[config.mk]
export PLATFORM = sky130hd
export DESIGN_NAME = zip_pipemem_flat
export DESIGN_NICKNAME = d
export VERILOG_FILES = /design/src/rtl/zip_pipemem_if.sv /design/src/rtl/zip_pipemem.sv /design/src/flat_wrapper.sv
export SDC_FILE = /design/constraint.sdc
export NUM_CORES = 1
export LEC_CHECK = 0
export ABC_AREA = 1
export CAP_MARGIN = 0
export CORE_MARGIN = 2
export CORE_UTILIZATION = 49
export DETAILED_ROUTE_END_ITERATION = 7
export PLACE_DENSITY = 0.84
export SYNTH_ARGS = -nofsm -noshare
export SYNTH_HDL_FRONTEND = slang
export SYNTH_SLANG_ARGS = --single-unit
[constraint.sdc]
create_clock -name i_clk -period 6.25 [get_ports i_clk]
set_clock_uncertainty 0.15 [all_clocks]
set_input_delay 1.875 -clock i_clk [delete_from_list [all_inputs] [get_ports i_clk]]
set_output_delay 1.875 -clock i_clk [all_outputs]
set_load 0.02 [all_outputs]
[src/rtl/zip_pipemem_if.sv]
// Wishbone B4 pipelined bus bundle between zip_pipemem (master) and the data-bus slave.
interface zip_pipemem_if #(
  parameter int AW = 30
);
  logic          cyc;
  logic          stb;
  logic          we;
  logic [AW-1:0] addr;
  logic [31:0]   wdata;
  logic [3:0]    sel;
  logic          stall;
  logic          ack;
  logic          err;
  logic [31:0]   rdata;

  modport master (output cyc, stb, we, addr, wdata, sel,
                  input  stall, ack, err, rdata);
  modport slave  (input  cyc, stb, we, addr, wdata, sel,
                  output stall, ack, err, rdata);
endinterface

[src/rtl/zip_pipemem.sv]
// Pipelined Wishbone load/store unit for the ZipCPU: issues CPU requests on the bus and
// returns tagged, lane-selected read results in order through a small return-tag FIFO.
module zip_pipemem #(
    parameter int ADDRESS_WIDTH     = 30,
    parameter int LGDEPTH           = 2,
    parameter bit OPT_ALIGNMENT_ERR = 1'b1
) (
    input  logic        i_clk,
    input  logic        i_reset,
    input  logic        i_stb,
    input  logic [2:0]  i_op,
    input  logic [31:0] i_addr,
    input  logic [31:0] i_data,
    input  logic [4:0]  i_oreg,
    output logic        o_busy,
    output logic        o_rdbusy,
    output logic        o_pipe_stalled,
    output logic        o_done,
    output logic        o_valid,
    output logic        o_err,
    output logic [4:0]  o_wreg,
    output logic [31:0] o_result,
    zip_pipemem_if.master wb
);
    localparam int DEPTH = 1 << LGDEPTH;
    localparam logic [LGDEPTH:0] FULL   = (LGDEPTH+1)'(DEPTH);
    localparam logic [LGDEPTH:0] ALMOST = (LGDEPTH+1)'(DEPTH-1);

    logic [LGDEPTH:0]   outstanding, out_next;
    logic [LGDEPTH-1:0] wr_ptr, rd_ptr;
    logic [8:0]         tag_mem [DEPTH];
    logic [8:0]         tag_out;
    logic               misaligned, accept, issue, issued, bus_ack, bus_err;
    logic [3:0]         req_sel;
    logic [31:0]        req_data, rd_lane;

    always_comb begin
        misaligned = OPT_ALIGNMENT_ERR &&
                     (((i_op[2:1] == 2'b01) && (i_addr[1:0] != 2'b00)) ||
                      ((i_op[2:1] == 2'b10) && i_addr[0]));
        // A request still waiting on the bus already owns a FIFO slot, so count it too.
        if (wb.stb)
            o_pipe_stalled = wb.stall || (outstanding == ALMOST);
        else
            o_pipe_stalled = (outstanding == FULL);
        accept  = i_stb && !o_pipe_stalled;
        issue   = accept && !misaligned;
        issued  = wb.stb && !wb.stall;
        bus_ack = wb.ack && wb.cyc;
        bus_err = wb.err && wb.cyc;
        out_next = outstanding;
        if (issued && !bus_ack)
            out_next = outstanding + 1'b1;
        else if (!issued && bus_ack)
            out_next = outstanding - 1'b1;
    end

    // Big-endian lanes: byte offset 0 is bits [31:24].
    always_comb begin
        case (i_op[2:1])
            2'b10:   begin req_sel = i_addr[1] ? 4'b0011 : 4'b1100; req_data = {2{i_data[15:0]}}; end
            2'b11:   begin req_sel = 4'b1000 >> i_addr[1:0];        req_data = {4{i_data[7:0]}};  end
            default: begin req_sel = 4'b1111;                       req_data = i_data;            end
        endcase
    end

    assign tag_out = tag_mem[rd_ptr];

    always_comb begin
        case (tag_out[3:2])
            2'b10:   rd_lane = {16'h0, tag_out[1] ? wb.rdata[15:0] : wb.rdata[31:16]};
            2'b11: begin
                case (tag_out[1:0])
                    2'b00:   rd_lane = {24'h0, wb.rdata[31:24]};
                    2'b01:   rd_lane = {24'h0, wb.rdata[23:16]};
                    2'b10:   rd_lane = {24'h0, wb.rdata[15:8]};
                    default: rd_lane = {24'h0, wb.rdata[7:0]};
                endcase
            end
            default: rd_lane = wb.rdata;
        endcase
    end

    always_ff @(posedge i_clk) begin
        if (issue)
            tag_mem[wr_ptr] <= {i_oreg, i_op[2:1], i_addr[1:0]};
    end

    always_ff @(posedge i_clk) begin
        if (i_reset) begin
            wb.cyc      <= 1'b0;
            wb.stb      <= 1'b0;
            wb.we       <= 1'b0;
            wb.addr     <= '0;
            wb.wdata    <= '0;
            wb.sel      <= '0;
            outstanding <= '0;
            wr_ptr      <= '0;
            rd_ptr      <= '0;
            o_done      <= 1'b0;
            o_valid     <= 1'b0;
            o_err       <= 1'b0;
            o_wreg      <= '0;
            o_result    <= '0;
        end else begin
            o_done  <= 1'b0;
            o_valid <= 1'b0;
            o_err   <= 1'b0;
            if (bus_err) begin
                wb.cyc      <= 1'b0;
                wb.stb      <= 1'b0;
                outstanding <= '0;
                wr_ptr      <= '0;
                rd_ptr      <= '0;
                o_err       <= 1'b1;
            end else begin
                outstanding <= out_next;
                if (issued)
                    wb.stb <= 1'b0;
                if (!issue && !(wb.stb && wb.stall) && (out_next == '0))
                    wb.cyc <= 1'b0;
                if (issue) begin
                    wb.cyc   <= 1'b1;
                    wb.stb   <= 1'b1;
                    wb.we    <= i_op[0];
                    wb.addr  <= i_addr[ADDRESS_WIDTH+1:2];
                    wb.sel   <= req_sel;
                    wb.wdata <= req_data;
                    wr_ptr   <= wr_ptr + 1'b1;
                end
                if (accept && misaligned)
                    o_err <= 1'b1;
                if (bus_ack) begin
                    rd_ptr <= rd_ptr + 1'b1;
                    o_done <= 1'b1;
                    if (!wb.we) begin
                        o_valid  <= 1'b1;
                        o_wreg   <= tag_out[8:4];
                        o_result <= rd_lane;
                    end
                end
            end
        end
    end

    assign o_busy   = wb.cyc;
    assign o_rdbusy = wb.cyc && !wb.we && ((outstanding != '0) || wb.stb);
endmodule
[src/flat_wrapper.sv]
// flat-port wrapper written by rule: the top's interface ports become plain ports
module zip_pipemem_flat 
#(
    parameter int ADDRESS_WIDTH     = 30,
    parameter int LGDEPTH           = 2,
    parameter bit OPT_ALIGNMENT_ERR = 1'b1
)
  (i_clk, i_reset, i_stb, i_op, i_addr, i_data, i_oreg, o_busy, o_rdbusy, o_pipe_stalled, o_done, o_valid, o_err, o_wreg, o_result, wb_cyc, wb_stb, wb_we, wb_addr, wb_wdata, wb_sel, wb_stall, wb_ack, wb_err, wb_rdata);
  zip_pipemem_if wb_i ();
  input  logic i_clk;
  input  logic i_reset;
  input  logic i_stb;
  input  logic [2:0] i_op;
  input  logic [31:0] i_addr;
  input  logic [31:0] i_data;
  input  logic [4:0] i_oreg;
  output logic o_busy;
  output logic o_rdbusy;
  output logic o_pipe_stalled;
  output logic o_done;
  output logic o_valid;
  output logic o_err;
  output logic [4:0] o_wreg;
  output logic [31:0] o_result;
  output wire logic [$bits(wb_i.cyc)-1:0] wb_cyc;
  output wire logic [$bits(wb_i.stb)-1:0] wb_stb;
  output wire logic [$bits(wb_i.we)-1:0] wb_we;
  output wire logic [$bits(wb_i.addr)-1:0] wb_addr;
  output wire logic [$bits(wb_i.wdata)-1:0] wb_wdata;
  output wire logic [$bits(wb_i.sel)-1:0] wb_sel;
  input wire logic [$bits(wb_i.stall)-1:0] wb_stall;
  input wire logic [$bits(wb_i.ack)-1:0] wb_ack;
  input wire logic [$bits(wb_i.err)-1:0] wb_err;
  input wire logic [$bits(wb_i.rdata)-1:0] wb_rdata;
  assign wb_cyc = wb_i.cyc;
  assign wb_stb = wb_i.stb;
  assign wb_we = wb_i.we;
  assign wb_addr = wb_i.addr;
  assign wb_wdata = wb_i.wdata;
  assign wb_sel = wb_i.sel;
  assign wb_i.stall = wb_stall;
  assign wb_i.ack = wb_ack;
  assign wb_i.err = wb_err;
  assign wb_i.rdata = wb_rdata;
  zip_pipemem #(.ADDRESS_WIDTH(ADDRESS_WIDTH), .LGDEPTH(LGDEPTH), .OPT_ALIGNMENT_ERR(OPT_ALIGNMENT_ERR)) u_core (.i_clk(i_clk), .i_reset(i_reset), .i_stb(i_stb), .i_op(i_op), .i_addr(i_addr), .i_data(i_data), .i_oreg(i_oreg), .o_busy(o_busy), .o_rdbusy(o_rdbusy), .o_pipe_stalled(o_pipe_stalled), .o_done(o_done), .o_valid(o_valid), .o_err(o_err), .o_wreg(o_wreg), .o_result(o_result), .wb(wb_i));
endmodule
* Word-level counts from Yosys, hierarchy flattened *
Memories as Yosys holds them, arrays and structs flattened. A register that Yosys moved wholly into a read port is not among the register bits.
Index checks and enable logic that the tools add are counted.

word-level totals
  register bits after elaboration = 116
  bits in latches = 0
  memory bits (writable) = 36
  memory bits (read-only) = 0
  logic and storage cells = 89
  memories = 1

memory list
  name            words  width  read ports  clocked after memory_dff  wr ports  RTL line           text
  u_core.tag_mem  4      9      1           1                         1         zip_pipemem.sv:31  logic [8:0] tag_mem [DEPTH];

operators by class
  $add $sub $neg = 4
  multiply operators = 0
  div/mod/pow operators = 0
  magnitude comparators = 0
  equality and inequality tests = 9
  shift operators = 1
  muxes and demuxes = 21
  bitwise operators = 3
  reductions and logical operators = 36

operators with widths
  kind                   count
  $pmux W32 S2           2
  $pmux W8 S3            1
  $mux W16               1
  $logic_and A1 B1 Y1    15
  $mux W1                11
  $eq A2 B2 Y1 const B   5
  $logic_not A1 Y1       8
  $pmux W4 S2            1
  $mux W3                2
  $reduce_bool A2 Y1     3
  $add A2 B1 Y2 const B  2
  $eq A2 B1 Y1 const B   2
  $mux W2                2
  $mux W4                1
  $shr A4 B2 Y4 const A  1
  $add A3 B1 Y3 const B  1
  $eq A3 B2 Y1 const B   1
  $eq A3 B3 Y1 const B   1
  $logic_not A3 Y1       1
  $logic_or A1 B1 Y1     3
  $not A1 Y1             3
  $reduce_and A3 Y1      1
  $reduce_bool A3 Y1     1
  $reduce_or A3 Y1       1
  4 further kinds        4

* Depth between registers and ports, before layout *
Gate-level depths: netlist (run 1).

  depth in word-level cells = 11
  depth in mapped cells = 13

* Worst setup path after synthesis (run 1) *
No wires, ideal clock.

  path type = input -> output
  start point = in wb_stall
  end point = out o_pipe_stalled
  arrival time = 2.305 ns
  data required time = 4.225 ns
  slack = 1.920 ns
  stages = 4
  path buffers = 0
  path through = inv_1 -> nand2_2 -> o21ai_2 -> inv_1

on the way
  cells in the longest elaborated chain, start to end = 2

RTL lines
  element             RTL line            text
  start: declaration  flat_wrapper.sv:31  input wire logic [$bits(wb_i.stall)-1:0] wb_stall;
  $logic_or A1 B1 Y1  zip_pipemem.sv:43   o_pipe_stalled = wb.stall || (outstanding == ALMOST);
  $mux W1             zip_pipemem.sv:42   if (wb.stb)
  end: declaration    flat_wrapper.sv:19  output logic o_pipe_stalled;

Every way passes these cells.

* Worst setup path after layout (run 1) *
Same ends and word-level chain as after synthesis.

==> results by group, run 1 <==
Die
  – Core ar.: around 0.013 sq mm
  – Die W: 120 um
  – Ports: 222
  – Initial Utilization: 50.0%
  – Die area: approximately 0.014 sq mm
  – # rows: 42
  – Die Y: 120 um

Logic synthesis
  – Primary FF master, synth: dfxtp_1
  – Synth Cell Area: 0.00663 sq mm
  – Sequential area share after synthesis: between 50% and 60%
  – Top cells by instance count after synthesis: 181 x nand2_1, 168 x nor2_1, 121 x o21ai_0, 118 x dfxtp_1, 58 x inv_1
  – Synth Area in Compound Gates: 14.4%
  – XOR/XNOR Fraction of Synth Area: 0%
  – Number of synthesized flops with an enable pin: 36
  – Post-synth cell types: 31
  – Register bit total from synthesis: 154
  – Post-synthesis cell count: 860
  – Mapped Avg Cell Area: roughly 7.7 sq um
  – Top-count cell post-synth: nand2_1
  – Share of the synthesized area in the top cell type: 35.6%
  – Post-synth net total: 978
  – Yosys warnings: 0
  – Adder-cell share of the synthesized area: 1.51%
  – Simple-gate share of the synthesized area: around 24%
  – Largest family of logic cells by synthesized area: simple AND/OR/NAND/NOR gates
  – Multiplexer share of the synthesized area: 0%
  – Ranking of synthesized cells by area: dfxtp_1 36%, edfxtp_1 16%, nand2_1 10%, nor2_1 9.5%, o21ai_0 9.1%
  – FFs w/ async S/R, synth: 0%
  – Biggest area consumer among synthesized cells: dfxtp_1

Place
  – HPWL Detailed: 12.9 mm
  – Placed Area: 0.00884 sq mm
  – Dpl ws: slightly below 1 ns
  – # port buffers: 221
  – Dpl cells: between 1000 and 1500
  – Routability congestion estimate: 0.871

Power and ir drop
  – Switch Pwr: around 0.0008 W
  – Lkg Pwr: 3.94 nW
  – VDD IR max: 0.187 mV
  – Register share of total power: 40.2%
  – Switching Fraction: 28.6%
  – Clock share of power: 37.7%
  – Gate power share: approximately 22%
  – Power Density: about 300 mW/mm^2
  – Internal: 0.00204 W

Final layout
  – Layout cells sized above 1: 5.22%
  – Layout Nets: 1177
  – Final Instance Count excl. Fillers: around 1200
  – N_diodes: 0
  – Final Cell Area: 0.00947 sq mm
  – Register area: 0.00344 sq mm
  – P&R area growth vs syn: 42.8%
  – Multi-input gate area: 0.00268 sq mm
  – Fillers: 1044

Setup path
  – CP Max Fanout: 3
  – Critical R2R Capture: u_core.wb.wdata[25]
  – WP data arrival: 3.23 ns
  – Required @ worst endpoint: 4.22 ns
  – Slowest-stage cell, CP: clkdlybuf4s50_1
  – CP max stage delay: 0.53 ns
  – Critical Path, Cell by Cell: clkdlybuf4s50_1, inv_1, nand2_2, o21ai_2, inv_1, clkdlybuf4s50_1
  – CP Class: primary input to output pin
  – Critical Path Start Type: primary input
  – Worst setup EP type: output pin
  – R2R Setup Slk: roughly 3.4 ns
  – R2r startpoint: u_core.outstanding[0]
  – R2r worst-path depth: 11

Route
  – Final wirelength: 18.7 mm
  – Routed Antenna Nets: 0
  – DR pass1 iterations: 5
  – Via Count: 6376
  – Iter 0 DRT Violations: 432
  – Wirelength per Cell: 15.0 um
  – Vias per std cell: 5.11
  – DRC Markers: 0

STA
  – Max-slew headroom: 41.8%
  – Final worst path period share: 84.1%
  – Setup_tns: 0 ns
  – Slew Limit Fails: 0
  – Unrepaired setup endpoints after global routing: no
  – Hold Vio Cnt, Final: 0
  – Final setup fails: 0
  – Minimum clock period: 5.25 ns
  – Worst hold slack: around 0.33 ns
  – Fmax: ~190 MHz
  – Post-route setup slack: roughly 1 ns
  – Least-Margin Pin Slew: around 0.87 ns

Clock tree
  – Post-CTS Setup Bufs: 0
  – H-tree levels: 4
  – Hold_buf cts: 0
  – Clock-pin slew on the worst setup and hold paths: 0.06 ns
  – CTS sink count: 154
  – Resized Gates After CTS: 0
  – TritonCTS clock tree: yes
  – Clk_lat worst skew: 0.42 ns
  – Root Buffer: clkbuf_16
  – Longest Clk Path Bufs: 2
  – Num CTS Buffers: 17

Worst hold path
  – Worst min path class: flip-flop to flip-flop
  – WHS Path Cells: 2
  – WHS Endpoint: u_core.wb.addr[14]
  – Min-delay src: u_core.wb.addr[14]

Global route
  – Vias in the first global route: about 6000
  – Grt ovf: 0
  – First-pass GRT wire length: 29.3 mm
  – Largest net degree at the start of global routing: 62
  – Initial antenna violation count: 0
  – GRT Overall Usage: about a quarter

Job
  – Max-cap violations: 0

Status
  – Outcome: completed
-- area by class of cell --
cell class	instances	area share, %
Inverter	65	2.60
Timing Repair Buffer	226	23.8
Clock inverter	15	2.12
Sequential cell	154	36.4
Clock buffer	17	4.49
Multi-Input combinational cell	595	28.3
Tap cell	176	2.33
-- per-layer routing --
| layer | share of wire [%] | global-route usage (%) | wire, um | vias to the layer above |
|---|---|---|---|---|
| met5 | 0 | 0 | 0 | - |
| met4 | 3.5 | 11.9 | 651 | 0 |
| met3 | 9.2 | 7.12 | 1710 | 48 |
| met2 | 47 | 42.3 | 8830 | 272 |
| met1 | 40 | 32.1 | 7490 | 2882 |
| li1 | - | - | - | 3174 |
-- critical path, delay by kind of cell --
family	cells	cell delay, ns
and+or+nand+nor	1	0.08
buffers and inverters	4	1.12
AOI/OAI and AO/OA	1	0.17
-- cell usage in the layout, fill, tap and decap left out, types with 2 or more instances in the layout --
cell type	instances
clkbuf_16	17
a21oi_1	55
edfxtp_1	36
nor2_1	168
inv_2	5
clkinv_1	2
ha_1	8
o21ai_0	121
nor3b_1	3
nor2_2	2
clkinvlp_4	3
nand4_1	2
bufinv_16	4
clkdlybuf4s50_1	221
nand3_1	28
clkinvlp_2	2
nand3_2	2
nand3b_1	5
buf_4	5
dfxtp_1	118
a31oi_1	3
o22ai_1	5
nand2_1	181
inv_1	58
clkinv_4	4
nand2_2	4
-- stage by stage --
step | utilization (%) | power, W
4_1_cts | 71.5 | 0.00287
3_5_place_dp | 66.8 | 0.00180
5_1_grt | 71.5 | 0.00299
2_1_floorplan | - | 0.00153
6_report | 71.5 | 0.00286
3_3_place_gp | 66.8 | 0.00179
-- cells by family after synthesis --
family | after synthesis
and+or+nand+nor | 400
AOI/OAI and AO/OA | 187
DFF | 154
buffers and inverters | 111
adders and majority gates | 8
-- power groups by stage --
stage / clock network (W) / logic, W / registers, W
after floorplan: 0 / 0.000283 / 0.00124
after global placement: 0 / 0.000617 / 0.00117
after global routing: 0.00114 / 0.000691 / 0.00116
after CTS: 0.00109 / 0.000633 / 0.00115
after detailed placement: 0 / 0.000626 / 0.00117
final: 0.00108 / 0.000632 / 0.00115
-- how the worst max path moves through the flow --
stage / end / startpoint
final: o_pipe_stalled / wb_stall
after global routing: o_pipe_stalled / wb_stall
after CTS: o_pipe_stalled / wb_stall
after detailed placement: o_pipe_stalled / wb_stall
after global placement: o_pipe_stalled / wb_stall
after floorplan: o_pipe_stalled / wb_stall
-- flip-flops by register name (all words and copies together) (netlist names), named ones only --
signal,flops
u_core.o_done,1
u_core.o_wreg,5
u_core.o_err,1
u_core.wb.addr,30
u_core.tag_mem,36
u_core.rd_ptr,2
u_core.wb.wdata,32
u_core.outstanding,3
u_core.o_valid,1
u_core.o_result,32
u_core.wb.sel,4
u_core.wb.stb,1
u_core.wr_ptr,2
u_core.o_busy,1
u_core.wb.we,1
Power figures use the tool's default switching activity.
==> run 2: changes to the inputs <==
--- a/config.mk
+++ b/config.mk
@@ -8,9 +8,9 @@
 export ABC_AREA = 1
 export CAP_MARGIN = 0
 export CORE_MARGIN = 2
-export CORE_UTILIZATION = 49
+export CORE_UTILIZATION = 46
 export DETAILED_ROUTE_END_ITERATION = 7
-export PLACE_DENSITY = 0.84
+export PLACE_DENSITY = 0.8
 export SYNTH_ARGS = -nofsm -noshare
 export SYNTH_HDL_FRONTEND = slang
 export SYNTH_SLANG_ARGS = --single-unit
==> constraint.sdc (replaced) <==
create_clock -name i_clk -period 5.1 [get_ports i_clk]
set_clock_uncertainty 0.15 [all_clocks]
set_input_delay 1.53 -clock i_clk [delete_from_list [all_inputs] [get_ports i_clk]]
set_output_delay 1.53 -clock i_clk [all_outputs]
set_load 0.02 [all_outputs]
==> run 2 against run 1 <==
- global-route usage decreased by 2.0 points
- sequential share of layout area decreased by 0.17 points
- clock power grew 23%
- cell area up 0.48%
- die area rose by 6.3%
- clock-buffer cell count is the same
- critical endpoint unchanged
==> results by group, run 2 (same netlist as run 1, synthesis figures left out) <==
Status
  – Outcome: completed

Global route
  – Largest net degree at the start of global routing: approximately 100
  – Initial antenna violation count: 0
  – Grt ovf: 0
  – First-pass GRT wire length: 28.4 mm
  – GRT Overall Usage: 24.0%
  – Vias in the first global route: roughly 5700

Setup path
  – CP max stage delay: roughly 0.53 ns
  – Critical Path Start Type: primary input
  – Critical R2R Capture: u_core.o_result[7]
  – Crit. Startpoint: wb_stall
  – CP Class: primary input to output pin
  – R2R Setup Slk: 2.43 ns
  – Critical Path, Cell by Cell: clkdlybuf4s50_1, inv_1, nand2_2, o21ai_2, inv_1, clkdlybuf4s50_1
  – CP Max Fanout: 3
  – Required @ worst endpoint: 3.42 ns
  – Slowest-stage cell, CP: clkdlybuf4s50_1
  – Setup crit end: o_pipe_stalled
  – Worst setup EP type: output pin
  – R2r worst-path depth: 9
  – WP data arrival: 2.87 ns

STA
  – Hold Vio Cnt, Final: 0
  – Max-slew headroom: 40.0%
  – Final worst path period share: 89.3%
  – Fmax: 220 MHz
  – Worst hold slack: 0.328 ns
  – Unrepaired setup endpoints after global routing: no
  – Final setup fails: 0
  – Minimum clock period: approximately 4.6 ns
  – Slew Limit Fails: 0
  – Setup_tns: 0 ns
  – Least-Margin Pin Slew: 0.899 ns

Die
  – Ports: 222
  – Die Y: 124 um
  – Core ar.: 0.0140 sq mm
  – Initial Utilization: 47.4%
  – # rows: 43
  – Die W: 124 um
  – Die area: ~0.015 sq mm

Final layout
  – Most flop-heavy register: u_core.tag_mem
  – N_diodes: 0
  – Most common cell after layout, fill and taps aside: clkdlybuf4s50_1
  – Number of flip-flops in the largest register: 36
  – Biggest regs: u_core.tag_mem x36, u_core.o_result x32, u_core.wb.wdata x32
  – Layout cells sized above 1: between 5 and 6%
  – P&R area growth vs syn: 43.5%
  – Layout Nets: 1181
  – Commonest cells after routing, fill and taps aside: 221 x clkdlybuf4s50_1, 181 x nand2_1, 168 x nor2_1

Power and ir drop
  – Power Density: 369 mW/mm^2
  – Total power: 0.00351 W
  – Lkg Pwr: 3.96 nW
  – VDD IR max: 0.276 mV

Clock tree
  – Clock-pin slew on the worst setup and hold paths: approximately 0.060 ns
  – TritonCTS clock tree: yes
  – H-tree levels: 4
  – Hold_buf cts: 0
  – Clk_lat worst skew: between 0.4 and 0.5 ns
  – CTS sink count: ~150
  – Root Buffer: clkbuf_16
  – Num CTS Buffers: 17
  – Resized Gates After CTS: 0
  – Post-CTS Setup Bufs: 0
  – Longest Clk Path Bufs: 2

Job
  – Max-cap violations: 0

Route
  – Vias per std cell: between 5 and 6
  – DR pass1 iterations: 7
  – Iter 0 DRT Violations: 440
  – Final wirelength: 18.7 mm
  – Routed Antenna Nets: 0
  – Via Count: ~6300
  – Wirelength per Cell: 14.9 um
  – DRC Markers: 0

Place
  – HPWL Detailed: 12.7 mm
  – Routability congestion estimate: 0.872
  – # port buffers: 221

Worst hold path
  – Worst min path class: flip-flop to flip-flop
run 2: area by class of cell:
| cell class | count | area, sq um |
|---|---|---|
| fillers | 1206 | 4480 |
| flip-flops and latches | 154 | 3440 |
| multi-input cells | 595 | 2680 |
| repair buffers | 230 | 2290 |
| clock buffers | 17 | 425 |
| inverters | 65 | 246 |
| well taps | 180 | 225 |
| clock inverters | 15 | 198 |
run 2: routing by layer:
metal / wire, um / up-vias / GRT usage [%]
met2: 8810 / 245 / 39.6
li1: - / 3193 / -
met4: 501 / 0 / 9.76
met1: 7490 / 2804 / 28.1
met3: 1870 / 39 / 8.97
met5: 0 / - / 0
run 2: how the worst min path moves through the flow:
stage / start / endpoint / depth (start not counted)
floorplan: u_core.wr_ptr[0] / u_core.wr_ptr[0] / 2
global placement: u_core.wb.wdata[30] / u_core.wb.wdata[30] / 2
detailed placement: u_core.wb.addr[15] / u_core.wb.addr[15] / 2
CTS: u_core.wb.wdata[27] / u_core.wb.wdata[27] / 2
global route: u_core.wb.addr[10] / u_core.wb.addr[10] / 2
finish: u_core.wb.wdata[27] / u_core.wb.wdata[27] / 2
run 2: report_power, final:
part / total [W] / leakage (nW) / internal, W / switching (W)
logic: 0.000778 / 2.38 / 0.000338 / 0.000440
registers: 0.00141 / 1.30 / 0.00135 / 0.0000551
clock network: 0.00133 / 0.287 / 0.000817 / 0.000509
run 2: through the flow:
stage,cell area (sq um),utilization (%),setup slack [ns],instances
6_report,9510,68.0,0.546,1256
5_1_grt,9510,68.0,0.452,1256
4_1_cts,9510,68.0,0.534,1256
3_5_place_dp,8890,63.5,0.542,1224
3_3_place_gp,8890,63.5,0.551,1224
2_1_floorplan,6630,-,1.46,860
run 2: worst max-delay path, delay by kind of cell:
kind            cells  cell delay [ns]
buf+inv             4             1.11
compound gates      1             0.17
simple gates        1             0.08
